## src/rtl/spw_monitor_pack.sv

```systemverilog
// Status packer for the SpaceWire monitor PIO: registers link state, sticky
// error flags and a wrapping time-code tick counter into one 14-bit word.
module spw_monitor_pack #(
  parameter int         TICK_W   = 6,
  parameter logic [2:0] RUN_CODE = 3'd5
) (
  input  logic                clk,
  input  logic                reset,
  input  logic [2:0]          link_state,
  input  logic                err_disc,
  input  logic                err_par,
  input  logic                err_esc,
  input  logic                err_credit,
  input  logic                tick_out,
  input  logic                clr_errors,
  input  logic                clr_ticks,
  output logic [8+TICK_W-1:0] monitor_out
);

  logic [2:0]        link_q;
  logic              running_q;
  logic [3:0]        err_q;
  logic [TICK_W-1:0] tick_cnt_q;

  logic [3:0]        err_in;
  logic [3:0]        err_next;
  logic [TICK_W-1:0] tick_cnt_next;

  assign err_in = {err_credit, err_esc, err_par, err_disc};

  always_comb begin
    // A set pulse beats a simultaneous clear so no error event is lost.
    err_next = err_in | (err_q & {4{~clr_errors}});

    tick_cnt_next = tick_cnt_q;
    if (clr_ticks) begin
      tick_cnt_next = tick_out ? TICK_W'(1) : '0;
    end else if (tick_out) begin
      tick_cnt_next = tick_cnt_q + TICK_W'(1);
    end
  end

  always_ff @(posedge clk) begin
    // NOTE: non-blocking assignments keep every register sampling the
    // pre-edge values, so the packed word updates atomically on one edge.
    if (reset) begin
      link_q     <= '0;
      running_q  <= 1'b0;
      err_q      <= '0;
      tick_cnt_q <= '0;
    end else begin
      link_q     <= link_state;
      running_q  <= (link_state == RUN_CODE);
      err_q      <= err_next;
      tick_cnt_q <= tick_cnt_next;
    end
  end

  // Pure concatenation of registers: no input reaches the output combinationally.
  assign monitor_out = {tick_cnt_q, err_q, running_q, link_q};

endmodule

```

## config.mk

```make
export PLATFORM = sky130hd
export DESIGN_NAME = spw_monitor_pack
export DESIGN_NICKNAME = d
export VERILOG_FILES = /design/src/rtl/spw_monitor_pack.sv
export SDC_FILE = /design/constraint.sdc
export NUM_CORES = 1
export LEC_CHECK = 0
export CORE_UTILIZATION = 33
export CTS_CLUSTER_DIAMETER = 60
export DETAILED_ROUTE_END_ITERATION = 10
export PLACE_DENSITY = 0.82
export SKIP_CTS_REPAIR_TIMING = 1
export SLEW_MARGIN = 0
export SYNTH_ARGS = -nofsm -noshare
export SYNTH_HDL_FRONTEND = slang
export SYNTH_SLANG_ARGS = --single-unit
```

## constraint.sdc

```tcl
create_clock -name clk -period 1.04 [get_ports clk]
set_input_delay 0.104 -clock clk [delete_from_list [all_inputs] [get_ports clk]]
set_output_delay 0.104 -clock clk [all_outputs]
set_load 0.05 [all_outputs]
```

# == Word level (Yosys, flattened, before mapping) ==
# Index checks and enable logic that the tools add are counted.
# totals
reg_bits,14
latchBits,0
ram_bits,0
mem_bits_ro,0
in_bits,12
output_inout_bits,14
wordCells,13
n_memories,0
# classes
addsub,1
multipliers,0
n_div,0
magnitude_cmp,0
eq_ne,1
shifts,0
mux,3
bitwise_logic,3
reduce_logical,1
# op_table
operator,n
6-bit 2-to-1 mux,2
6-bit by 1-bit adder with 6-bit output (second input constant),1
4-bit AND,1
4-bit bitwise OR,1
3-bit == test (second input constant),1
2-bit nonzero test,1
1-bit 2-to-1 mux,1
1-bit inverter,1

# == Logic depth before layout (Yosys ltp) ==
# depth
word_depth,3
ltp_mapped,4
ltp_nobuf,4

# == Least setup slack after synthesis ==
# OpenSTA, ideal clock, no wires.
# synth_timing
path_kind,flip-flop to flip-flop
startpoint,register tick_cnt_q[2]
endpoint,register tick_cnt_q[5]
setup_time_ns,0.086
t_arrival_ns,1.407
required_ns,0.954
setup_slack_ns,-0.452
path_stages_with_launch,4
path_buffers,0
period_less_slack_ns,1.492
path_cell_list,dfxtp_1 -> o211ai_2 -> or3_1 -> a211oi_1
# synth_via
elab_chain_len,3
# synth_lines
element,line_no,rtl
"start, declared",23,logic [TICK_W-1:0] tick_cnt_q;
"start signal, assigned",55,tick_cnt_q <= tick_cnt_next;
6-bit by 1-bit adder with 6-bit output,39,tick_cnt_next = tick_cnt_q + TICK_W'(1);
6-bit 2-to-1 mux,38,end else if (tick_out) begin
6-bit 2-to-1 mux,36,if (clr_ticks) begin
# No other way between the ends. The select of a mux whose other input is x is not followed.
# A chain may end at the register's enable or synchronous reset.

# == Worst setup path in the final report ==
# layout_timing
startpoint,register tick_cnt_q[0]
endpoint,register tick_cnt_q[5]
# The elaborated chain is that of the path after synthesis.

==> reports/results.txt <==
Max Transition Viols Final = 0
Status = finished, violations left
Fin nets = 102
Final Hold Violating Endpoints = 0
DR vias/cell = 4.97
Core region area = 0.00138 mm2
Number of global-route vias before repair = 502
Tcrit/Tclk final = 1.06
Die ar. = 0.00172 mm2
Setup-failing EPs final = 2
Clk root buf = clkbuf_4
I/O Buffers = 25
CP cell instances = nand3_2, or3_1, a211oi_2
Crit path from = tick_cnt_q[0]$_SDFFE_PP0P_
Clock sink count = 14
Final setup margin = -0.0612 ns
CP Class = reg2reg
Longest Clk Path Bufs = 2
Hold Crit Depth = 4
Vias = 512
RSZ-0062 raised after global routing = true
Arr. time, crit path = 1.30 ns
Starting Density = 0.373
Startpoint Class = flop
Drt wl/cell = 12.2 um
CP Max Fanout = 5
Pin count of the biggest net entering global routing = 13
Register area share after synthesis = 0.544
Initial DRC count = 3
Total track usage = 0.145
GRT overflow = 0
Yosys top cell by area = dfxtp_1
Share of cells above drive strength 1 = 0.455
Count of antenna-violating nets left after detailed routing = 0
Flop2flop setup slack = -0.06 ns
Placed cells = 97
Post-layout minimum cycle time = 1.10 ns
Max Clk Rate = 0.908 GHz
Top post-synthesis cells by count = dfxtp_1, nor2_1, a21oi_1, nor2b_1, nor3_1
Worst vdd ir = 859 uV
Die Y = 41.5 um
I/O Pins = 26
Post-Syn Area = 515 um2
Crit-path slowest cell = dfxtp_4
Clk_lat worst skew = 0.28 ns
CTS H-Tree Depth = 1
Reg2reg path depth = 3
Top-count cell post-synth = dfxtp_1
Prevailing post-synth register cell = dfxtp_1
Die W = 41.5 um
Ys async rst share = 0
Leak Pwr = 0.000445 uW
Number of flops mapped to enable cells by yosys = 0
GP Congestion = 0.724
Total wire length = 1260 um
Number of antenna violations at the first check in global routing = 0
First-pass GRT wire length = 1900 um
Area grow syn2layout = 113%
# DRC = 0
Violations in the final reports = negative setup slack
CTS tree = built
Reg clk slew, reported paths = 0.08 ns
Setup TNS = -0.0897 ns
#FFs+latches synth = 14
Std cell rows = 13
PD cells = 1070 mW/mm2
Diodes inserted = 0
Crit path largest cell delay = 0.39 ns
Mean area per synthesized cell = 10.1 um2
Post-route cell area = 0.00110 mm2
Hold WS = 0.300 ns
Post-Synthesis Cells = 51
Setup WS pre-CTS = -0.286 ns
Max_cap viols = 0
Post-detail-place hpwl = 959 um
Synth top area cells = dfxtp_1, xor2_1, nor2b_1
Post-synth top area share = 0.544
Clock skew = 0.00758 ns
Yosys warns = 0
Post-DP Area = 998 um2
HP Class = in2reg
CP endpoint kind = flop
Library cells used by synthesis = 21
Crit path required time = 1.24 ns
Clock buffer count from CTS = 3
Syn_nets = 64
Worst Tran Pin Value = 0.221 ns
Reg2reg end = tick_cnt_q[5]$_SDFFE_PP0P_
DR pass1 iterations = 2
Non-filler instance count after layout = 103
Origin of the critical flop-to-flop path = tick_cnt_q[0]$_SDFFE_PP0P_
Slew HR = 0.851
Critical Path Sink = tick_cnt_q[5]$_SDFFE_PP0P_
==> metrics by stage <==
stage,utilization,total power (uW)
6_report,0.793,1170
5_1_grt,0.793,1230
4_1_cts,0.741,1170
3_5_place_dp,0.722,855
3_3_place_gp,0.722,848
2_1_floorplan,-,693
==> worst max-delay path: cells and delay by family, from the launching register on <==
family           cells  cell delay (ns)
AO/OA/AOI/OAI        1             0.18
AND/OR/NAND/NOR      2             0.45
flip-flops           1             0.39
==> layout by cell type, fill, tap and decap left out, types with 3 or more instances in the layout <==
cell type        Yosys  final
clkdlybuf4s50_1      0     10
buf_12               0     14
dfxtp_1             14      8
nor2_1               5      5
a21oi_1              4      4
buf_4                3      7
xor2_1               3      3
nor2b_1              4      4
clkbuf_4             0      3
buf_6                0      5
nor3_1               4      4
dfxtp_4              0      5
==> cell families (layout without fill, tap and decap cells) <==
kind of cell / count (synthesis) / after routing / synth area share
adders and majority gates: 1 / 1 / 0.0243
DFF: 14 / 14 / 0.544
muxes: 1 / 1 / 0.0194
AOI/OAI and AO/OA: 8 / 8 / 0.104
buffers and inverters: 5 / 42 / 0.0582
and+or+nand+nor: 18 / 18 / 0.182
xor gates and xnor gates: 4 / 4 / 0.0680
==> power by group <==
part / internal, uW / switching (uW)
registers: 548 / 24.2
logic: 150 / 129
clock network: 149 / 169
==> layout make-up <==
| class | count | area, um2 |
|---|---|---|
| Timing Repair Buffer | 37 | 502 |
| Sequential cell | 14 | 300 |
| Fill cell | 83 | 287 |
| Multi-Input combinational cell | 32 | 245 |
| Clock buffer | 4 | 26.3 |
| Tap cell | 15 | 18.8 |
| Inverter | 1 | 3.75 |
==> sequential cells by signal (all words and copies together), names as in the netlist <==
register	cells
err_q	4
tick_cnt_q	6
running_q	1
link_q	3
==> how the worst min path moves through the flow <==
stage	start	endpoint	slack, ns
after global placement	tick_cnt_q[5]$_SDFFE_PP0P_	tick_cnt_q[5]$_SDFFE_PP0P_	0.49
after CTS	link_state[2]	link_q[2]$_SDFF_PP0_	0.38
after floorplan	reset	link_q[0]$_SDFF_PP0_	0.18
after detailed placement	tick_cnt_q[5]$_SDFFE_PP0P_	tick_cnt_q[5]$_SDFFE_PP0P_	0.52
after global routing	tick_out	tick_cnt_q[0]$_SDFFE_PP0P_	0.33
final	tick_out	tick_cnt_q[0]$_SDFFE_PP0P_	0.30
==> routing by layer <==
| metal | share of wire | global-route usage | up-vias |
|---|---|---|---|
| met3 | 0.057 | 0.0478 | 3 |
| met5 | 0 | 0 | - |
| met2 | 0.53 | 0.256 | 23 |
| met1 | 0.39 | 0.148 | 236 |
| li1 | - | - | 250 |
| met4 | 0.022 | 0.0774 | 0 |
Note: power is estimated with default switching activity, not from simulation.
